## src/rtl/id_hazard_ctrl_pkg.sv

```systemverilog
// Shared LC-3b decode types and scoreboard sizing.
package lc3b_types;

  localparam int unsigned NUM_REGS = 8;
  localparam int unsigned REG_W    = 3;
  localparam int unsigned CNT_W    = 2;
  localparam int unsigned STAT_W   = 16;

  typedef logic [REG_W-1:0]  lc3b_reg;
  typedef logic [CNT_W-1:0]  lc3b_pend_cnt;
  typedef logic [STAT_W-1:0] lc3b_stat;

  localparam lc3b_reg      LC3B_R7  = 3'b111;
  localparam lc3b_pend_cnt PEND_MAX = '1;

endpackage

```

## src/rtl/id_hazard_ctrl_pend_counter.sv

```systemverilog
// Per-register count of in-flight regfile writes; flags a retire with nothing pending.
module sb_pend_counter
  import lc3b_types::*;
(
  input  logic         clk,
  input  logic         reset_n,
  input  logic         inc,
  input  logic         dec,
  output lc3b_pend_cnt count,
  output logic         underflow
);

  always_comb underflow = dec & ~inc & (count == '0);

  // inc and dec together cancel; the issue side never increments a saturated counter
  always_ff @(posedge clk or negedge reset_n) begin
    if (!reset_n) begin
      count <= '0;
    end else if (inc & ~dec) begin
      count <= count + CNT_W'(1);
    end else if (dec & ~inc & (count != '0)) begin
      count <= count - CNT_W'(1);
    end
  end

endmodule

```

## src/rtl/id_hazard_ctrl.sv

```systemverilog
// Decode-stage scoreboard: stalls ID on pending source/saturated-dest writes, drives ID->EX issue.
module id_hazard_ctrl
  import lc3b_types::*;
(
  input  logic     clk,
  input  logic     reset_n,
  input  logic     id_valid,
  input  lc3b_reg  id_sr1,
  input  logic     id_sr1_used,
  input  lc3b_reg  id_sr2,
  input  logic     id_sr2_used,
  input  lc3b_reg  id_dest,
  input  logic     id_dest_r7,
  input  logic     id_writes,
  input  logic     ex_ready,
  input  logic     flush,
  input  logic     wb_valid,
  input  lc3b_reg  wb_dest,
  input  logic     stat_clr,
  output logic     issue,
  output logic     bubble,
  output logic     stall,
  output logic     busy,
  output logic     sb_err,
  output lc3b_stat stall_cycles
);

  lc3b_pend_cnt          pend [NUM_REGS];
  logic [NUM_REGS-1:0]   inc_vec;
  logic [NUM_REGS-1:0]   dec_vec;
  logic [NUM_REGS-1:0]   uflow_vec;
  lc3b_reg               eff_dest;
  logic                  hazard;

  always_comb begin
    eff_dest = id_dest_r7 ? LC3B_R7 : id_dest;
    hazard   = id_valid & ((id_sr1_used & (pend[id_sr1] != '0))
                         | (id_sr2_used & (pend[id_sr2] != '0))
                         | (id_writes   & (pend[eff_dest] == PEND_MAX)));
    issue    = id_valid & ~hazard & ex_ready & ~flush;
    bubble   = ~issue;
    stall    = id_valid & ~flush & (hazard | ~ex_ready);
  end

  for (genvar r = 0; r < NUM_REGS; r++) begin : g_pend
    always_comb begin
      inc_vec[r] = issue & id_writes & (eff_dest == REG_W'(r));
      dec_vec[r] = wb_valid & (wb_dest == REG_W'(r));
    end

    sb_pend_counter u_cnt (
      .clk       (clk),
      .reset_n   (reset_n),
      .inc       (inc_vec[r]),
      .dec       (dec_vec[r]),
      .count     (pend[r]),
      .underflow (uflow_vec[r])
    );
  end

  // busy depends only on counter state
  always_comb begin
    busy = 1'b0;
    for (int i = 0; i < NUM_REGS; i++) begin
      busy = busy | (pend[i] != '0);
    end
  end

  always_ff @(posedge clk or negedge reset_n) begin
    if (!reset_n) begin
      sb_err <= 1'b0;
    end else if (|uflow_vec) begin
      sb_err <= 1'b1;
    end
  end

  // clear beats increment; increment saturates at all-ones
  always_ff @(posedge clk or negedge reset_n) begin
    if (!reset_n) begin
      stall_cycles <= '0;
    end else if (stat_clr) begin
      stall_cycles <= '0;
    end else if (stall && (stall_cycles != '1)) begin
      stall_cycles <= stall_cycles + STAT_W'(1);
    end
  end

endmodule

```

## config.mk

```make
export PLATFORM = sky130hd
export DESIGN_NAME = id_hazard_ctrl
export DESIGN_NICKNAME = d
export VERILOG_FILES = /design/src/rtl/id_hazard_ctrl_pkg.sv /design/src/rtl/id_hazard_ctrl_pend_counter.sv /design/src/rtl/id_hazard_ctrl.sv
export SDC_FILE = /design/constraint.sdc
export NUM_CORES = 1
export LEC_CHECK = 0
export ABC_AREA = 1
export CAP_MARGIN = 20
export CORE_ASPECT_RATIO = 1.4
export CORE_UTILIZATION = 42
export CTS_CLUSTER_SIZE = 12
export DETAILED_ROUTE_END_ITERATION = 10
export MAX_ROUTING_LAYER = met4
export PLACE_DENSITY = 0.76
export SLEW_MARGIN = 20
export SYNTH_ARGS = -nofsm -noshare
export SYNTH_HDL_FRONTEND = slang
export SYNTH_SLANG_ARGS = --single-unit
```

## constraint.sdc

```tcl
create_clock -name clk -period 4.65 [get_ports clk]
set_input_delay 1.1625 -clock clk [delete_from_list [all_inputs] [get_ports clk]]
set_output_delay 1.1625 -clock clk [all_outputs]
set_load 0.05 [all_outputs]
```

== After elaboration in Yosys (flattened, before gate mapping) ==
Index checks and enable logic that the tools add are counted.

* Add/sub/neg operators: 17
* Multiply operators: 0
* Divide/modulo/power cells: 0
* Order comparisons: 3
* Equality and inequality tests: 16
* Shift operators: 0
* Mux-type cells: 28
* Bitwise operators: 91
* Reduce and logical (&&, ||, !) cells: 31

{| class="wikitable"
|+ Operator list
! kind !! count
|-
| $and 1x1->1 || 58
|-
| $mux 2 || 22
|-
| $reduce_bool 2->1 || 19
|-
| $mux 16 || 2
|-
| $eq 3x3->1 const B || 8
|-
| $not 1->1 || 20
|-
| $bmux 2 s3 || 3
|-
| $add 16x1->16 const B || 1
|-
| $add 2x1->2 const B || 8
|-
| $logic_not 2->1 || 8
|-
| $ne 16x16->1 const B || 1
|-
| $sub 2x1->2 const B || 8
|-
| $eq 3x2->1 const B || 4
|-
| $ge 4x4->1 const B || 3
|-
| $not 3->4 || 3
|-
| $or 1x1->1 || 10
|-
| $reduce_or 8->1 || 1
|-
| $eq 3x1->1 const B || 2
|-
| $logic_not 3->1 || 2
|-
| $mux 3 || 1
|-
| $eq 2x2->1 const B || 1
|-
| $logic_and 1x1->1 || 1
|}

* Flip-flop bits (word level): 33
* Latch bits: 0
* RAM bits: 0
* ROM bits: 0
* Memories: 0

== Longest topological paths before layout ==
Gate-level depths: netlist of run 1.

* Depth after elaboration: 20
* Depth in mapped cells: 17
* Mapped depth without buffers: 16

== Hierarchy ==
From an unflattened synthesis of run 1, not the netlist that was laid out.

* Cells, all modules: 462
* Area total of the unflattened synthesis: 2,776.4 µm²

{| class="wikitable"
|+ By module, submodules not included
! module !! times used !! cells an instance !! area an instance (µm²) !! sequential area each (µm²)
|-
| id_hazard_ctrl || 1 || 294 || 1,745.4 || 425.4
|-
| sb_pend_counter || 8 || 21 || 128.9 || 50.0
|}

== Worst setup path before layout of run 1 ==
OpenSTA, ideal clock, no wires.

* Path type: input to output
* From: input id_dest[0]
* To: output issue
* Arrival: 2,716 ps
* Required time: 3,488 ps
* Setup slack: 771 ps
* Cell stages on the path: 12
* Cell sequence: nor2_4 -> nand2_2 -> inv_2 -> nand2_1 -> nand2_1 -> nor2_1 -> nor2_1 -> nor2_1 -> nor2_2 -> buf_6 -> nand2_1 -> inv_1

* Longest elaborated chain between the ends: 13

{| class="wikitable"
|+ Ends and longest elaborated chain
! element !! RTL line !! source
|-
| from (decl) || id_hazard_ctrl.sv:12 || <nowiki>input lc3b_reg id_dest,</nowiki>
|-
| $mux 3 || id_hazard_ctrl.sv:36 || <nowiki>eff_dest = id_dest_r7 ? LC3B_R7 : id_dest;</nowiki>
|-
| $not 3->4 (not written as such) || id_hazard_ctrl.sv:39 || <nowiki>| (id_writes & (pend[eff_dest] == PEND_MAX)));</nowiki>
|-
| $bmux 2 s3 || id_hazard_ctrl.sv:39 ||
|-
| $mux 2 (not written as such) (2 in a row) || id_hazard_ctrl.sv:39 ||
|-
| $eq 2x2->1 || id_hazard_ctrl.sv:39 ||
|-
| $and 1x1->1 || id_hazard_ctrl.sv:39 ||
|-
| $or 1x1->1 || id_hazard_ctrl.sv:39 ||
|-
| $and 1x1->1 || id_hazard_ctrl.sv:37 || <nowiki>hazard = id_valid & ((id_sr1_used & (pend[id_sr1] != '0))</nowiki>
|-
| $not 1->1 || id_hazard_ctrl.sv:40 || <nowiki>issue = id_valid & ~hazard & ex_ready & ~flush;</nowiki>
|-
| $and 1x1->1 (3 in a row) || id_hazard_ctrl.sv:40 ||
|-
| to (decl) || id_hazard_ctrl.sv:20 || <nowiki>output logic issue,</nowiki>
|}

Every way passes these cells. The select of a mux whose other input is x is not followed.

== Worst setup path in the final report of run 1 ==
* From: input id_dest_r7
* To: output stall

* Longest elaborated chain between the ends: 11

{| class="wikitable"
|+ Ends and longest elaborated chain
! element !! RTL line !! source
|-
| from (decl) || id_hazard_ctrl.sv:13 || <nowiki>input logic id_dest_r7,</nowiki>
|-
| $mux 3 || id_hazard_ctrl.sv:36 ||
|-
| $not 3->4 (not written as such) || id_hazard_ctrl.sv:39 ||
|-
| $bmux 2 s3 || id_hazard_ctrl.sv:39 ||
|-
| $mux 2 (not written as such) (2 in a row) || id_hazard_ctrl.sv:39 ||
|-
| $eq 2x2->1 || id_hazard_ctrl.sv:39 ||
|-
| $and 1x1->1 || id_hazard_ctrl.sv:39 ||
|-
| $or 1x1->1 || id_hazard_ctrl.sv:39 ||
|-
| $and 1x1->1 || id_hazard_ctrl.sv:37 ||
|-
| $or 1x1->1 || id_hazard_ctrl.sv:42 || <nowiki>stall = id_valid & ~flush & (hazard | ~ex_ready);</nowiki>
|-
| $and 1x1->1 || id_hazard_ctrl.sv:42 ||
|-
| to (decl) || id_hazard_ctrl.sv:22 || <nowiki>output logic stall,</nowiki>
|}

Every way passes these cells. The select of a mux whose other input is x is not followed.

==> results of run 1 <==
-- state kept, by name, summed over array words and instances (netlist names) --
signal              count
g_pend.u_cnt.count     16
stall_cycles           16
sb_err                  1
-- synth_stat cells, drive strengths merged --
master,count
nand2,97
nand3b,3
clkbuf,3
o21ai,12
or2,4
ha,1
nand4,14
nor4,5
inv,70
nor3,9
a21oi,10
dfrtp,33
and3,1
nand3,65
buf,3
nor2,55
xor2,15
-- power by group --
group / total [mW] / switching [mW] / internal [mW]
clock: 0.242 / 0.108 / 0.134
sequential: 0.387 / 0.0555 / 0.332
combinational: 0.326 / 0.214 / 0.113
-- kinds of logic after synthesis --
kind of cell             share of synthesized area
AO/OA/AOI/OAI                               0.0536
XOR/XNOR                                    0.0489
adder cells (fa/ha/maj)                    0.00466
buffers and inverters                        0.118
flip-flops                                   0.307
AND/OR/NAND/NOR                              0.467
-- tightest hold or removal path: cells and delay by family (launching register included) --
kind / cells / cell delay [ns]
flops: 1 / 0.37
simple gates: 1 / 0.06
compound gates: 1 / 0.06
-- per-stage QoR --
step	setup WS (ns)	util	instances	hold WS [ns]	cell area [µm²]
4_1_cts	0.400	0.529	521	0.541	3290
6_report	0.383	0.529	521	0.535	3290
5_1_grt	0.267	0.529	521	0.563	3290
3_3_place_gp	0.501	0.513	513	0.493	3190
3_5_place_dp	0.407	0.513	513	0.526	3190
2_1_floorplan	0.771	-	400	0.475	2690
-- worst min-delay path by stage --
stage / start / end / slack, ns / cells past startpoint
global placement: g_pend[5].u_cnt.count[1]$_DFFE_PN0P_ / g_pend[5].u_cnt.count[1]$_DFFE_PN0P_ / 0.49 / 2
finish: g_pend[5].u_cnt.count[1]$_DFFE_PN0P_ / g_pend[5].u_cnt.count[1]$_DFFE_PN0P_ / 0.54 / 2
detailed placement: g_pend[5].u_cnt.count[1]$_DFFE_PN0P_ / g_pend[5].u_cnt.count[1]$_DFFE_PN0P_ / 0.53 / 2
global route: g_pend[7].u_cnt.count[0]$_DFFE_PN0P_ / g_pend[7].u_cnt.count[0]$_DFFE_PN0P_ / 0.56 / 1
floorplan: g_pend[5].u_cnt.count[1]$_DFFE_PN0P_ / g_pend[5].u_cnt.count[1]$_DFFE_PN0P_ / 0.47 / 2
CTS: g_pend[5].u_cnt.count[1]$_DFFE_PN0P_ / g_pend[5].u_cnt.count[1]$_DFFE_PN0P_ / 0.54 / 2
-- area by class of cell --
cell class / instances / area [µm²]
clock buffer: 7 / 96.3
clock inverter: 1 / 5.00
fill: 600 / 2920
inverter: 70 / 263
multi-input combinational: 291 / 1540
sequential: 33 / 826
tap: 72 / 90.1
timing repair buffer: 47 / 465
-- metal layers --
layer  track usage  up-vias  part of all wire
li1              -     1367                 -
met2         0.394       84              0.51
met4         0.121        0             0.047
met3        0.0333       27             0.039
met1         0.222     1258              0.40
met5             -        -                 0
==> flow_metrics.env, run 1 <==
export IMPL_hold_viol_final=0
export IMPL_die_w_um=69.6
export IMPL_netlist_top_cells_area="dfrtp_1 31%, nand2_1 13%, nand3_1 12%"
export IMPL_syn_nets=424
export IMPL_first_global_vias=2702
export IMPL_regToRegSetupSlack_ns=2.19
export IMPL_fmax_mhz=234
export IMPL_drt_initial_drc_count=131
export IMPL_power_per_cell_area_mw_per_mm2=291
export IMPL_crit_path_start="id_dest_r7"
export IMPL_startpoint_type="primary input"
export IMPL_path_common_cell="nor2_1"
export IMPL_max_slew_margin=0.587
export IMPL_skew_ns=0.00601
export IMPL_routedWlPerCell_um=13.0
export IMPL_crit_arrival_ns=3.10
export IMPL_r2r_end="sb_err$_DFFE_PN0P_"
export IMPL_core_mm2=0.00621
export IMPL_drt_pass1_iterations=5
export IMPL_cts_hold_buffers=0
export IMPL_path_delay_family="simple AND/OR/NAND/NOR gates"
export IMPL_start_util=0.433
export IMPL_ant_nets=0
export IMPL_cts_tree="built"
export IMPL_crit_end="stall"
export IMPL_track_usage=0.218
export IMPL_port_buffers=43
export IMPL_slew_viol_final=0
export IMPL_yosysTopAreaCellShare=0.307
export IMPL_grt_max_degree=34
export IMPL_cp_slowest_cell="clkdlybuf4s50_1"
export IMPL_power_total_uw=955
export IMPL_syn_inst=400
export IMPL_antenna_found_initial=0
export IMPL_synth_warning_count=0
export IMPL_place_hpwl_um=5290
export IMPL_end_kind="output pin"
export IMPL_vdd_drop_max_v=0.000155
export IMPL_slowest_delay_ns=0.52
export IMPL_rows=34
export IMPL_cp_max_fo=6
export IMPL_cts_sink_count=33
export IMPL_wl_um=6790
export IMPL_drive_gt1_frac=0.118
export IMPL_viasPerCell=5.25
export IMPL_grt_ovfl_total=0
export IMPL_setup_tns_ns=0
export IMPL_syn_avg_cell_area_um2=6.72
export IMPL_synth_seq_cells=33
export IMPL_fin_crit_sh=0.918
export IMPL_syn2layout_area_growth_pct=22.4
export IMPL_worstMarginPinSlew_ns=0.614
export IMPL_cap_violations=0
export IMPL_root_buffer="clkbuf_8"
export IMPL_outcome="finished clean"
export IMPL_grt_pass1_wl_um=11500
export IMPL_r2r_cells=13
export IMPL_drc=0
export IMPL_rr_startpoint="g_pend[5].u_cnt.count[0]$_DFFE_PN0P_"
export IMPL_place_gp_congestion=1.01
export IMPL_vias=2736
export IMPL_cts_max_path_buffers=2
export IMPL_cp_required_ns=3.49
export IMPL_io_pins=44
export IMPL_p_leak_nw=1.61
export IMPL_synth_cell_type_count=29
export IMPL_crit_type="in2out"
export IMPL_die_h_um=96.6
export IMPL_synth_top_area_cell="dfrtp_1"
export IMPL_nNetsFinal=472
export IMPL_cts_resized=0
export IMPL_cts_htree_levels=2
export IMPL_die_area_mm2=0.00672
export IMPL_cts_setup_buffers=0
export IMPL_final_cell_mix="94 x nand2_1, 66 x inv_1, 64 x nand3_1"
export IMPL_ys_seq_area_frac=0.307
export IMPL_final_setup_viol_count=0
export IMPL_crit_cells=12
export IMPL_fin_crit_ns=4.27
export IMPL_clkTransAtPathRegs_ns=0.06
export IMPL_diodes=0
export IMPL_netlist_area_mm2=0.00269
export IMPL_rsz0062_at_grt="false"
export IMPL_worst_path_buf_inv=4
export IMPL_cts_inserted_buffers=5
export IMPL_clkLatencyLatePin_ns=0.28
export IMPL_mostFrequentLayoutCell="nand2_1"
export IMPL_hold_path_class="reg2reg"
export IMPL_cp_cell_sequence="clkdlybuf4s50_1 > nor2_2 > inv_1 > nand2_1 > nor2_1 > nor2_1 > nor2_1 > nor2_2 > nand2_1 > nand3_2 > inv_2 > buf_4"
Power figures use the tool's default switching activity.
==> inputs of run 2 (changes only) <==
--- a/config.mk
+++ b/config.mk
@@ -7,4 +7,5 @@
 export LEC_CHECK = 0
 export ABC_AREA = 1
+export ABC_CLOCK_PERIOD_IN_PS = 4650
 export CAP_MARGIN = 20
 export CORE_ASPECT_RATIO = 1.4
@@ -14,5 +15,5 @@
 export MAX_ROUTING_LAYER = met4
 export PLACE_DENSITY = 0.76
-export SLEW_MARGIN = 20
+export SLEW_MARGIN = 25
 export SYNTH_ARGS = -nofsm -noshare
 export SYNTH_HDL_FRONTEND = slang
==> constraint.sdc (replaced) <==
create_clock -name clk -period 4.65 [get_ports clk]
set_input_delay 1.1625 -clock clk [delete_from_list [all_inputs] [get_ports clk]]
set_output_delay 1.1625 -clock clk [all_outputs]
set_load 0.005 [all_outputs]
==> flow_metrics.env, run 2 (synthesis gave the netlist of run 1 again) <==
export IMPL_drive_gt1_frac=0.109
export IMPL_cts_max_path_buffers=2
export IMPL_cts_sink_count=33
export IMPL_worst_path_buf_inv=4
export IMPL_vias=2737
export IMPL_clkPwrFrac=0.239
export IMPL_antenna_found_initial=0
export IMPL_skew_ns=0.00447
export IMPL_rows=34
export IMPL_cp_cell_sequence="clkdlybuf4s50_1 > nor2_4 > inv_1 > nand3_1 > nand3_1 > nor2_1 > nor2_1 > nor2_1 > nor2_2 > nand2_1 > nand3_2 > inv_2 > clkdlybuf4s50_1"
export IMPL_routedWlPerCell_um=13.1
export IMPL_hold_viol_final=0
export IMPL_cts_resized=0
export IMPL_worstMarginPinSlew_ns=0.583
export IMPL_fin_crit_ns=4.35
export IMPL_hp_start="g_pend[5].u_cnt.count[0]$_DFFE_PN0P_"
export IMPL_startpoint_type="primary input"
export IMPL_r2r_cells=13
export IMPL_hold_path_class="reg2reg"
export IMPL_drt_initial_drc_count=123
export IMPL_drc=0
export IMPL_vdd_drop_max_v=0.000143
export IMPL_reg_largest_list="g_pend.u_cnt.count (16), stall_cycles (16), sb_err (1)"
export IMPL_p_leak_nw=1.59
export IMPL_regToRegSetupSlack_ns=2.39
export IMPL_io_pins=44
export IMPL_start_util=0.433
export IMPL_cts_hold_buffers=0
export IMPL_port_buffers=43
export IMPL_core_mm2=0.00621
export IMPL_crit_type="in2out"
export IMPL_fin_crit_sh=0.936
export IMPL_max_slew_margin=0.608
export IMPL_seq_power_share=0.420
export IMPL_end_kind="output pin"
export IMPL_cp_max_fo=5
export IMPL_min_to="g_pend[5].u_cnt.count[0]$_DFFE_PN0P_"
export IMPL_cap_violations=0
export IMPL_nNetsFinal=473
export IMPL_whs_path_depth=1
export IMPL_outcome="finished clean"
export IMPL_setup_tns_ns=0
export IMPL_cp_required_ns=3.49
export IMPL_clkTransAtPathRegs_ns=0.06
export IMPL_die_w_um=69.6
export IMPL_slew_viol_final=0
export IMPL_diodes=0
export IMPL_grt_max_degree=34
export IMPL_place_gp_congestion=0.991
export IMPL_final_setup_viol_count=0
export IMPL_cts_tree="built"
export IMPL_fmax_mhz=230
export IMPL_rr_startpoint="g_pend[5].u_cnt.count[0]$_DFFE_PN0P_"
export IMPL_place_hpwl_um=5370
export IMPL_rsz0062_at_grt="false"
export IMPL_final_core_util=0.527
export IMPL_crit_arrival_ns=3.19
export IMPL_path_common_cell="nor2_1"
export IMPL_drt_pass1_iterations=4
export IMPL_grt_ovfl_total=0
export IMPL_ant_nets=0
export IMPL_die_h_um=96.6
export IMPL_clkLatencyLatePin_ns=0.28
export IMPL_final_cell_mix="94 x nand2_1, 66 x inv_1, 64 x nand3_1"
export IMPL_die_area_mm2=0.00672
export IMPL_power_internal_uw=564
export IMPL_cts_inserted_buffers=5
export IMPL_grt_pass1_wl_um=11500
export IMPL_syn2layout_area_growth_pct=21.9
export IMPL_mostFrequentLayoutCell="nand2_1"
export IMPL_power_per_cell_area_mw_per_mm2=283
export IMPL_combPwrFrac=0.341
export IMPL_root_buffer="clkbuf_8"
export IMPL_cp_slowest_cell="clkdlybuf4s50_1"
export IMPL_cts_htree_levels=2
export IMPL_power_total_uw=926
export IMPL_wl_um=6830
export IMPL_switchingPower_uw=362
export IMPL_r2r_end="sb_err$_DFFE_PN0P_"
export IMPL_netSwitchingFraction=0.391
export IMPL_nFillCells=595
export IMPL_track_usage=0.218
export IMPL_path_delay_family="buffers and inverters"
export IMPL_first_global_vias=2641
export IMPL_viasPerCell=5.25
export IMPL_slowest_delay_ns=0.52
export IMPL_cts_setup_buffers=0
## run 2: power by group through the flow
| stage | clock [mW] | combinational [mW] | sequential, mW |
|---|---|---|---|
| 5_1_grt | 0.238 | 0.354 | 0.396 |
| 4_1_cts | 0.228 | 0.316 | 0.389 |
| 3_5_place_dp | 0 | 0.314 | 0.394 |
| 3_3_place_gp | 0 | 0.306 | 0.388 |
| 6_report | 0.221 | 0.316 | 0.389 |
| 2_1_floorplan | 0 | 0.214 | 0.382 |
## run 2: worst max-delay path by stage
stage                from     to  slack (ns)  depth (start not counted)
2_1_floorplan  id_dest[0]  issue        1.38                         12
3_3_place_gp   id_dest_r7  stall        0.36                         13
3_5_place_dp   id_dest_r7  stall        0.30                         13
4_1_cts        id_dest_r7  stall        0.29                         13
5_1_grt        id_dest_r7  stall        0.15                         13
6_report       id_dest_r7  stall        0.30                         13
## run 2: per-stage QoR
step | cell area, µm² | hold slack, ns | setup WS [ns] | cells
floorplan | 2690 | 0.475 | 1.38 | 400
global placement | 3190 | 0.494 | 0.363 | 514
detailed placement | 3190 | 0.521 | 0.301 | 514
CTS | 3280 | 0.535 | 0.285 | 521
global route | 3280 | 0.558 | 0.152 | 521
finish | 3280 | 0.531 | 0.297 | 521
## run 2: final cells by class
| cell class | instances | area, µm² | area share |
|---|---|---|---|
| Clock buffer | 7 | 86.3 | 0.0264 |
| Multi-Input combinational cell | 291 | 1540 | 0.471 |
| Sequential cell | 33 | 826 | 0.252 |
| Timing Repair Buffer | 48 | 468 | 0.143 |
| Tap cell | 72 | 90.1 | 0.0275 |
| Inverter | 70 | 263 | 0.0802 |
## run 2: routing by layer
metal | routed length (µm) | up-vias | global-route usage | part of all wire
met2 | 3540 | 83 | 0.394 | 0.52
met5 | 0 | - | - | 0
met4 | 310 | 0 | 0.116 | 0.045
met3 | 256 | 20 | 0.0333 | 0.038
met1 | 2720 | 1263 | 0.223 | 0.40
li1 | - | 1371 | - | -
